$ cat src/rtl/arb_pkg.sv
// Shared types and sizes for the round-robin mux arbiter.
package arb_pkg;

   localparam int unsigned SEL_W   = 2;
   localparam int unsigned MAX_REQ = 4;

   typedef enum logic [1:0] {
      IDLE = 2'd0,
      OWN  = 2'd1,
      GAP  = 2'd2
   } arb_state_t;

endpackage

$ cat src/rtl/rr_pick.sv
// Combinational round-robin pick: first set request at or after ptr, wrapping modulo NUM_REQ.
module rr_pick
   import arb_pkg::*;
#(
   parameter int unsigned NUM_REQ = 4
) (
   input  logic [NUM_REQ-1:0] req,
   input  logic [SEL_W-1:0]   ptr,
   output logic [SEL_W-1:0]   win_c,
   output logic               valid_c
);

   logic [MAX_REQ-1:0] req_ext;
   logic [SEL_W-1:0]   idx;

   assign req_ext = MAX_REQ'(req);

   // Scan NUM_REQ candidates starting at the pointer; the first hit wins.
   always_comb begin
      win_c   = '0;
      valid_c = 1'b0;
      idx     = '0;
      for (int unsigned i = 0; i < NUM_REQ; i++) begin
         idx = SEL_W'((32'(ptr) + i) % NUM_REQ);
         if (!valid_c && req_ext[idx]) begin
            win_c   = idx;
            valid_c = 1'b1;
         end
      end
   end

endmodule

$ cat src/rtl/rr_mux_arbiter.sv
// Round-robin owner arbiter for a shared 4:1 datapath mux with hold limit and handoff bubble.
// Optional LOCK input (freezes the hold counter) is built when ARB_LOCK_EN is defined.
module rr_mux_arbiter
   import arb_pkg::*;
#(
   parameter int unsigned NUM_REQ  = 4,
   parameter int unsigned MAX_HOLD = 16,
   parameter int unsigned CNT_W    = 5
) (
   input  logic               CLK,
   input  logic               RST,
`ifdef ARB_LOCK_EN
   input  logic               LOCK,
`endif
   input  logic [NUM_REQ-1:0] REQ,
   input  logic [NUM_REQ-1:0] DONE,
   output logic [NUM_REQ-1:0] GNT,
   output logic [SEL_W-1:0]   MUX_SEL,
   output logic               BUSY,
   output logic               TIMEOUT
);

   arb_state_t         state_q, state_d;
   logic [SEL_W-1:0]   ptr_q, ptr_d;
   logic [CNT_W-1:0]   cnt_q, cnt_d;
   logic [NUM_REQ-1:0] gnt_d;
   logic [SEL_W-1:0]   sel_d;
   logic               busy_d;
   logic               timeout_d;

   logic [SEL_W-1:0]   win_c;
   logic               win_valid_c;
   logic               lock_c;
   logic [MAX_REQ-1:0] req_ext_c;
   logic [MAX_REQ-1:0] done_ext_c;
   logic               own_req_c;
   logic               own_done_c;
   logic               limit_c;
   logic               release_c;
   logic [SEL_W-1:0]   ptr_next_c;

`ifdef ARB_LOCK_EN
   assign lock_c = LOCK;
`else
   assign lock_c = 1'b0;
`endif

   rr_pick #(
      .NUM_REQ (NUM_REQ)
   ) u_pick (
      .req     (REQ),
      .ptr     (ptr_q),
      .win_c   (win_c),
      .valid_c (win_valid_c)
   );

   // The owner index is MUX_SEL, which is stable for the whole grant.
   assign req_ext_c  = MAX_REQ'(REQ);
   assign done_ext_c = MAX_REQ'(DONE);
   assign own_req_c  = req_ext_c[MUX_SEL];
   assign own_done_c = done_ext_c[MUX_SEL];
   assign limit_c    = !lock_c && (cnt_q == CNT_W'(MAX_HOLD - 1));
   assign release_c  = own_done_c || !own_req_c || limit_c;
   assign ptr_next_c = (MUX_SEL == SEL_W'(NUM_REQ - 1)) ? '0 : SEL_W'(MUX_SEL + SEL_W'(1));

   // Next-state and next-output logic.
   always_comb begin
      state_d   = state_q;
      ptr_d     = ptr_q;
      cnt_d     = cnt_q;
      gnt_d     = GNT;
      sel_d     = MUX_SEL;
      busy_d    = BUSY;
      timeout_d = 1'b0;
      case (state_q)
         IDLE: begin
            if (win_valid_c) begin
               gnt_d   = NUM_REQ'(1) << win_c;
               sel_d   = win_c;
               busy_d  = 1'b1;
               cnt_d   = '0;
               state_d = OWN;
            end
         end
         OWN: begin
            if (release_c) begin
               gnt_d     = '0;
               busy_d    = 1'b0;
               ptr_d     = ptr_next_c;
               cnt_d     = '0;
               timeout_d = limit_c && own_req_c && !own_done_c;
               state_d   = GAP;
            end else if (!lock_c) begin
               cnt_d = CNT_W'(cnt_q + CNT_W'(1));
            end
         end
         GAP: begin
            state_d = IDLE;
         end
         default: begin
            state_d = IDLE;
            gnt_d   = '0;
            busy_d  = 1'b0;
         end
      endcase
   end

   // State and registered outputs; synchronous reset.
   always_ff @(posedge CLK) begin
      if (RST) begin
         state_q <= IDLE;
         ptr_q   <= '0;
         cnt_q   <= '0;
         GNT     <= '0;
         MUX_SEL <= '0;
         BUSY    <= 1'b0;
         TIMEOUT <= 1'b0;
      end else begin
         state_q <= state_d;
         ptr_q   <= ptr_d;
         cnt_q   <= cnt_d;
         GNT     <= gnt_d;
         MUX_SEL <= sel_d;
         BUSY    <= busy_d;
         TIMEOUT <= timeout_d;
      end
   end

endmodule
$ cat config.mk
export PLATFORM = sky130hd
export DESIGN_NAME = rr_mux_arbiter
export DESIGN_NICKNAME = d
export VERILOG_FILES = /design/src/rtl/arb_pkg.sv /design/src/rtl/rr_pick.sv /design/src/rtl/rr_mux_arbiter.sv
export SDC_FILE = /design/constraint.sdc
export NUM_CORES = 1
export LEC_CHECK = 0
export BUFFER_PORTS_ARGS = -buffer_cell sky130_fd_sc_hd__buf_2
export CELL_PAD_IN_SITES_DETAIL_PLACEMENT = 0
export CELL_PAD_IN_SITES_GLOBAL_PLACEMENT = 1
export CORE_MARGIN = 8
export CORE_UTILIZATION = 35
export CTS_CLUSTER_DIAMETER = 50
export DETAILED_ROUTE_END_ITERATION = 12
export GPL_TIMING_DRIVEN = 1
export PLACE_DENSITY_LB_ADDON = 0.05
export SYNTH_ARGS = -nofsm -noshare
export SYNTH_HDL_FRONTEND = slang
export SYNTH_SLANG_ARGS = --single-unit
export TNS_END_PERCENT = 20
$ cat constraint.sdc
create_clock -name CLK -period 1.8 [get_ports CLK]
set_input_delay 0.18 -clock CLK [delete_from_list [all_inputs] [get_ports CLK]]
set_output_delay 0.18 -clock CLK [all_outputs]
set_load 0.03 [all_outputs]
==> results of run 1 <==
## state kept, by name (all words and copies together) (netlist names)
| register | count |
|---|---|
| GNT | 4 |
| BUSY | 1 |
| cnt_q | 5 |
| state_q | 2 |
| TIMEOUT | 1 |
| MUX_SEL | 2 |
| ptr_q | 2 |
## worst max-delay path by stage
stage / end / slack (ns) / cells past startpoint
after floorplan: ptr_q[0]$_SDFFE_PP0P_ / 0.12 / 3
after global placement: ptr_q[0]$_SDFFE_PP0P_ / 0.08 / 5
after detailed placement: cnt_q[0]$_SDFFE_PP0P_ / 0.07 / 6
after CTS: cnt_q[0]$_SDFFE_PP0P_ / 0.05 / 6
after global routing: cnt_q[1]$_SDFFE_PP0P_ / 0.001 / 7
final: cnt_q[1]$_SDFFE_PP0P_ / 0.09 / 7
## through the flow
step | setup slack, ns | utilization [%]
3_3_place_gp | 0.07883 | 41.26
5_1_grt | 0.001160 | 42.93
6_report | 0.09345 | 42.93
4_1_cts | 0.04943 | 42.32
2_1_floorplan | 0.1167 | -
3_5_place_dp | 0.06781 | 41.26
## logic make-up after synthesis
family / share of synthesized area, %
multiplexers: 6.052
XOR/XNOR: 0.9630
flip-flops: 37.41
AND/OR/NAND/NOR: 23.66
buffers and inverters: 4.952
AO/OA/AOI/OAI: 22.84
adder cells (fa/ha/maj): 4.127
## report_power, final
group | internal [mW] | switching [mW] | leakage, nW
logic | 0.0796 | 0.133 | 0.253
clock network | 0.0860 | 0.114 | 0.0150
registers | 0.403 | 0.0253 | 0.139
## what timing repair did
action                     in CTS  in global routing
gates resized for setup         0                  1
buffers inserted                0                  2
hold buffers                    0                  0
setup endpoints to repair       0                  7
## cell usage in the layout (no fill, tap or decap), types with 2 or more instances in the layout
cell type,synthesis,layout
a211oi_1,2,2
a21oi_1,6,6
and3_1,2,2
buf_2,0,17
buf_4,0,2
clkbuf_4,0,3
dfxtp_1,17,16
ha_1,3,3
inv_1,9,8
nand2_1,4,4
nand2b_1,6,6
nand3_1,2,2
nand3b_1,4,4
nand4_1,3,3
nor2_1,3,3
nor2b_1,5,5
nor3_1,3,3
nor4_1,3,3
o21ai_1,2,2
o31ai_1,2,2
o32ai_1,4,4
## layer usage
layer	vias up	part of all wire (%)	routed length (um)	track usage [%]
li1	421	-	-	-
met1	404	45	1022	13.31
met2	17	50	1138	16.85
met3	4	3.6	81	2.181
met4	0	1.1	25	4.700
met5	-	0	0	0
## final cells by class
| cell class | instances | area (um^2) | area share (%) |
|---|---|---|---|
| inverter | 9 | 33.78 | 3.176 |
| tap | 30 | 37.54 | 3.529 |
| multi-input combinational | 72 | 524.3 | 49.29 |
| clock buffer | 4 | 26.28 | 2.471 |
| sequential | 17 | 341.6 | 32.12 |
| timing repair buffer | 19 | 100.1 | 9.412 |
==> impl_metrics.toml, run 1 <==
[worst_setup_path]
path_delay_family = "adder cells"
cp_common_cell = "ha_1"
r2r_cells = 7
crit_path_max_incr_delay_ns = 0.34
crit_chain = "ha_1 -> and3_1 -> ha_1 -> inv_2 -> nand4_1 -> buf_4 -> o21ai_1"
startpoint = "cnt_q[0]$_SDFFE_PP0P_"
crit_required_ns = 2.02
critPathLaunchType = "flop"
cpMaxStageDelayCell = "dfxtp_1"
r2r_setup_slack_ns = 0.09
crit_type = "flop to flop"
r2r_start = "cnt_q[0]$_SDFFE_PP0P_"
cp-end-kind = "flop"
r2r-end = "cnt_q[1]$_SDFFE_PP0P_"
path_max_fanout = 6
cp.buffers_inverters = 2
arrival_ns = 1.93

[power]
cellLeakagePower_nw = 0.4067
power_density_nw_per_um2 = 790.6
ir_drop_uv = 376.7
total_power_uw = 840.9

[clock_tree]
tritoncts = "yes"
cts_root_buf = "clkbuf_4"
cts_num_sinks = 17
insertion_delay_ns = 0.28
clkTransAtPathRegs_ns = 0.10
htree_levels = 1
numCtsBuffers = 3
cts_buffer_depth = 2

[timing]
fin_crit_sh_pct = 94.81
tns_ns = 0
clock.fmax_mhz = 586.0
setup_violations = 0
fin_skew_ns = 0.003334
slew_headroom_pct = 48.37
rsz0062_at_grt = "false"
finalHoldWorstSlack_ns = 0.3032
tightest_slew_ns = 0.7686
period_needed_ns = 1.707
hold_violations = 0
slew_violations = 0

[detailed_routing]
ant_nets = 0
wl_per_cell_um = 15.01
wirelength_mm = 2.267
num_vias = 846
first_iter_violations = 41
drc = 0
viasPerCell = 5.603
dr.pass1.iters = 4

[floorplan]
fp.dieW_um = 66.98
io_pins = 18
die_area_um2 = 4486
rows = 18
die_height_um = 66.98
core_area_um2 = 2477
floorplan.initialDensity_pct = 36.72

[finish]
fill_cells = 268
fin_nets = 135
fin_area_um2 = 1064
diodes = 0
stdcell_count = 151
area_delta_synth_final_pct = 16.92
final_layout_size_suffix_gt1_share_pct = 23.14

[hold_path]
holdPathStages = 2
min_to = "MUX_SEL[0]$_SDFFE_PP0P_"
hold_path.class = "input port to flop"
min_from = "RST"

[global_route]
grt_pass1_vias = 783
grt_overflow = 0
grt_max_degree = 24
track_usage_pct = 10.57
antenna_found_initial = 0
grt_pass1_wl_mm = 3.705

[synthesis]
synth_edf_count = 0
synth_top_area_cell = "dfxtp_1"
ys_top_cells_by_count = "dfxtp_1 (17), inv_1 (9), a21oi_1 (6), nand2b_1 (6), nor2b_1 (5)"
postSynthNetCount = 114
yosysUniqueCellTypes = 38
synth_most_common_cell = "dfxtp_1"
ys_ff_latch = 17
yosysSeqAreaShare_pct = 37.41
synth_top_area_share_pct = 37.41
syn-cell-area_um2 = 909.6
avgSynthCellArea_um2 = 9.006
netlist_instances = 101
synth_area_leaders = "dfxtp_1 (37%), ha_1 (4.1%), nand2b_1 (4.1%), o32ai_1 (3.9%), inv_1 (3.7%)"
ys_warn_count = 0
synthFlopType = "dfxtp_1"
ys_async_sr_fraction_pct = 0

[place]
gp_congestion = 0.7269
dpl.hpwl_mm = 1.730
place_inst = 145
port_buffers = 17
dpl_cell_area_um2 = 1022

[run_status]
status = "completed"

[flow_run]
cap_violations = 0
(Power assumes the default switching activity.)
==> inputs of run 2 (changes only) <==
- CORE_ASPECT_RATIO: unset -> 0.75
- SLEW_MARGIN: unset -> 20
==> impl_metrics.toml, run 2 (synthesis gave the netlist of run 1 again) <==
[clock_tree]
htree_levels = 1
numCtsBuffers = 3
insertion_delay_ns = 0.29
cts_num_sinks = 17
cts_root_buf = "clkbuf_4"
tritoncts = "yes"
hold_buffers = 0
clkTransAtPathRegs_ns = 0.10
postCtsSetupBuffers = 0
cts_buffer_depth = 2
cts-resized-gates = 0

[global_route]
grt_max_degree = 24
grt_pass1_wl_mm = 3.325
grt_pass1_vias = 705
grt_overflow = 0
antenna_found_initial = 0
track_usage_pct = 9.952

[detailed_routing]
first_iter_violations = 73
ant_nets = 0
wirelength_mm = 2.129
viasPerCell = 5.167
drc = 0
wl_per_cell_um = 13.65
dr.pass1.iters = 4
num_vias = 806

[hold_path]
holdPathStages = 2
min_from = "RST"
hold_path.class = "input port to flop"
min_to = "MUX_SEL[1]$_SDFFE_PP0P_"

[worst_setup_path]
startpoint = "cnt_q[0]$_SDFFE_PP0P_"
r2r_cells = 6
r2r_setup_slack_ns = 0.08
cpMaxStageDelayCell = "dfxtp_1"
path_max_fanout = 6
arrival_ns = 1.92
cp_common_cell = "ha_1"
cp-end-kind = "flop"
crit_type = "flop to flop"
r2r_start = "cnt_q[0]$_SDFFE_PP0P_"
critPathLaunchType = "flop"
crit_path_max_incr_delay_ns = 0.33
crit_chain = "ha_1 -> and3_1 -> ha_1 -> inv_1 -> nand4_1 -> o31ai_1"
crit_required_ns = 2.00
r2r-end = "cnt_q[0]$_SDFFE_PP0P_"

[finish]
regMostFlops = "cnt_q"
fill_cells = 276
area_delta_synth_final_pct = 16.92
fin_nets = 134
mostFrequentLayoutCells = "buf_2 (17), dfxtp_1 (16), inv_1 (9), nand2b_1 (6), a21oi_1 (6)"
fin_area_um2 = 1064
top_regs = "cnt_q (5), GNT (4)"
layout_commonest_cell = "buf_2"
largest_reg_flops = 5
diodes = 0
final_layout_size_suffix_gt1_share_pct = 21.67

[power]
cellLeakagePower_nw = 0.4033
ir_drop_uv = 342.1
power_density_nw_per_um2 = 789.1

[timing]
period_needed_ns = 1.717
fin_skew_ns = 0.005933
clock.fmax_mhz = 582.4
tns_ns = 0
slew_headroom_pct = 46.55
finalHoldWorstSlack_ns = 0.2997
fin_crit_sh_pct = 95.39
hold_violations = 0
setup_violations = 0
tightest_slew_ns = 0.7957
slew_violations = 0
rsz0062_at_grt = "false"

[flow_run]
cap_violations = 0

[run_status]
status = "completed"

[floorplan]
fp.dieW_um = 74.87
core_area_um2 = 2542
io_pins = 18
floorplan.initialDensity_pct = 35.78
die_height_um = 60.15
die_area_um2 = 4503
rows = 16

[place]
gp_congestion = 0.7708
dpl_cell_area_um2 = 1037
port_buffers = 17
dpl.hpwl_mm = 1.625
-- run 2: worst max path at each step --
stage,endpoint,slack (ns),cells after the start
2_1_floorplan,ptr_q[0]$_SDFFE_PP0P_,0.12,3
3_5_place_dp,ptr_q[0]$_SDFFE_PP0P_,0.11,5
6_report,cnt_q[0]$_SDFFE_PP0P_,0.08,6
4_1_cts,cnt_q[0]$_SDFFE_PP0P_,0.09,6
5_1_grt,cnt_q[0]$_SDFFE_PP0P_,0.02,6
3_3_place_gp,cnt_q[4]$_SDFFE_PP0P_,0.11,6
-- run 2: worst max-delay path, delay by kind of cell, from the launching register on --
| kind | cells | cell delay [ns] |
|---|---|---|
| AOI/OAI and AO/OA | 1 | 0.27 |
| buffers and inverters | 1 | 0.20 |
| adders and majority gates | 2 | 0.39 |
| DFF | 1 | 0.33 |
| and+or+nand+nor | 2 | 0.43 |
-- run 2: layer usage --
| layer | wire (um) | global-route usage (%) | part of all wire [%] |
|---|---|---|---|
| met5 | 0 | 0 | 0 |
| met1 | 1133 | 13.81 | 53 |
| met2 | 825 | 12.90 | 39 |
| met3 | 154 | 4.858 | 7.2 |
| met4 | 15 | 2.500 | 0.70 |
-- run 2: final cells by class --
type,instances,area (um^2),area share (%)
flip-flops and latches,17,341.6,32.12
repair buffers,18,92.59,8.706
inverters,9,33.78,3.176
clock buffers,4,26.28,2.471
multi-input cells,72,524.3,49.29
well taps,36,45.04,4.235
-- run 2: through the flow --
step / total power, mW / cells / utilization (%) / worst slack (ns)
after detailed placement: 0.6466 / 152 / 40.80 / 0.1095
after global placement: 0.6498 / 152 / 40.80 / 0.1105
final: 0.8393 / 156 / 41.83 / 0.08301
after CTS: 0.8489 / 156 / 41.83 / 0.08903
after floorplan: 0.5814 / 101 / - / 0.1167
after global routing: 0.8871 / 156 / 41.83 / 0.02016
-- run 2: power by group --
part / internal [mW] / switching, mW
Sequential: 0.403 / 0.0250
Clock: 0.0861 / 0.114
Combinational: 0.0770 / 0.134
==> inputs of run 3 (changes only) <==
- clock period: 1.8 -> 2.16 ns (I/O delays scaled with it)
==> impl_metrics.toml, run 3 (synthesis gave the netlist of run 1 again) <==
[worst_setup_path]
crit_path_max_incr_delay_ns = 0.35
path_max_fanout = 6
cp-end-kind = "flop"
crit_required_ns = 2.37
crit_type = "flop to flop"
crit_chain = "ha_1 -> and3_1 -> ha_1 -> inv_1 -> nand4_1 -> o31ai_1"
critPathLaunchType = "flop"
cpMaxStageDelayCell = "dfxtp_1"
cp_common_cell = "ha_1"
arrival_ns = 1.95

[global_route]
grt_overflow = 0
grt_max_degree = 24
track_usage_pct = 9.914
antenna_found_initial = 0
grt_pass1_wl_mm = 3.360
grt_pass1_vias = 695

[timing]
rsz0062_at_grt = "false"
tns_ns = 0
slew_violations = 0
fin_skew_ns = 0.004170
setup_violations = 0
fin_crit_sh_pct = 80.60
period_needed_ns = 1.741
clock.fmax_mhz = 574.4
tightest_slew_ns = 0.6577
slew_headroom_pct = 55.81
hold_violations = 0

[clock_tree]
clkTransAtPathRegs_ns = 0.10
cts-resized-gates = 0
htree_levels = 1
hold_buffers = 0
cts_num_sinks = 17
numCtsBuffers = 3
insertion_delay_ns = 0.29
cts_buffer_depth = 2
tritoncts = "yes"
postCtsSetupBuffers = 0
cts_root_buf = "clkbuf_4"

[finish]
final_layout_size_suffix_gt1_share_pct = 20.17
largest_reg_flops = 5
regMostFlops = "cnt_q"
multi_input_area_um2 = 524.3
diodes = 0
fill_cells = 276
mostFrequentLayoutCells = "dfxtp_1 (17), buf_2 (17), inv_1 (9), nand2b_1 (6), a21oi_1 (6)"
top_regs = "cnt_q (5), GNT (4)"
fin_nets = 133
seq_area_um2 = 340.3
area_delta_synth_final_pct = 15.96

[detailed_routing]
ant_nets = 0
first_iter_violations = 14
num_vias = 811
viasPerCell = 5.232
dr.pass1.iters = 4
wl_per_cell_um = 13.60
wirelength_mm = 2.108
drc = 0

[floorplan]
die_area_um2 = 4503
rows = 16
floorplan.initialDensity_pct = 35.78
core_area_um2 = 2542
die_height_um = 60.15
io_pins = 18
fp.dieW_um = 74.87

[power]
power_density_nw_per_um2 = 662.8
cellLeakagePower_nw = 0.3975
total_power_uw = 699.1
ir_drop_uv = 358.2

[run_status]
status = "completed"

[place]
port_buffers = 17
dpl.hpwl_mm = 1.628
gp_congestion = 0.8116

[flow_run]
cap_violations = 0

[hold_path]
hold_path.class = "input port to flop"
## run 3: cell types whose count changed in the layout (fill, tap and decap cells not counted)
cell / change
dfxtp_1: +1
buf_4: -1
dfxtp_2: -1
## run 3: final cells by class
type,instances,share of cell area [%]
timing repair buffer,17,8.066
tap,36,4.270
multi-input combinational,72,49.70
clock buffer,4,2.491
inverter,9,3.203
sequential,17,32.27
## run 3: worst max-delay path: cells and delay by family (launching register included)
kind	cells	cell delay, ns
buffers and inverters	1	0.20
DFF	1	0.35
adders and majority gates	2	0.41
and+or+nand+nor	2	0.45
AOI/OAI and AO/OA	1	0.25
## run 3: stage by stage
step / instance area (um^2) / worst slack (ns) / hold WS (ns) / util [%] / cells
after floorplan: 909.6 / 0.3436 / 0.3901 / - / 101
after global placement: 1028 / 0.4441 / 0.4626 / 40.45 / 151
after detailed placement: 1028 / 0.4285 / 0.4683 / 40.45 / 151
after CTS: 1055 / 0.4256 / 0.3173 / 41.49 / 155
after global routing: 1055 / 0.2902 / 0.3572 / 41.49 / 155
final: 1055 / 0.4190 / 0.3205 / 41.49 / 155
## run 3: where the power goes
group,switching (mW),internal (mW)
Combinational,0.110,0.0632
Clock,0.0972,0.0718
Sequential,0.0213,0.335
Total,0.229,0.470
## run 3: path summary, 6_finish.rpt
check | start | to | slack, ns | cells past startpoint
worst max register to register | cnt_q[0]$_SDFFE_PP0P_ | cnt_q[0]$_SDFFE_PP0P_ | 0.42 | 6
worst max-delay path | cnt_q[0]$_SDFFE_PP0P_ | cnt_q[0]$_SDFFE_PP0P_ | 0.42 | 6
worst min-delay path | RST | MUX_SEL[0]$_SDFFE_PP0P_ | 0.32 | 2
worst min register to register | GNT[2]$_SDFFE_PP0P_ | GNT[2]$_SDFFE_PP0P_ | 0.48 | 2
## run 3: per-layer routing
metal | routed length, um | global-route usage, % | up-vias | share of wire (%)
met3 | 155 | 3.685 | 4 | 7.4
met4 | 16 | 2.500 | 0 | 0.76
li1 | - | - | 419 | -
met5 | 0 | 0 | - | 0
met2 | 862 | 13.14 | 32 | 41
met1 | 1074 | 14.18 | 356 | 51
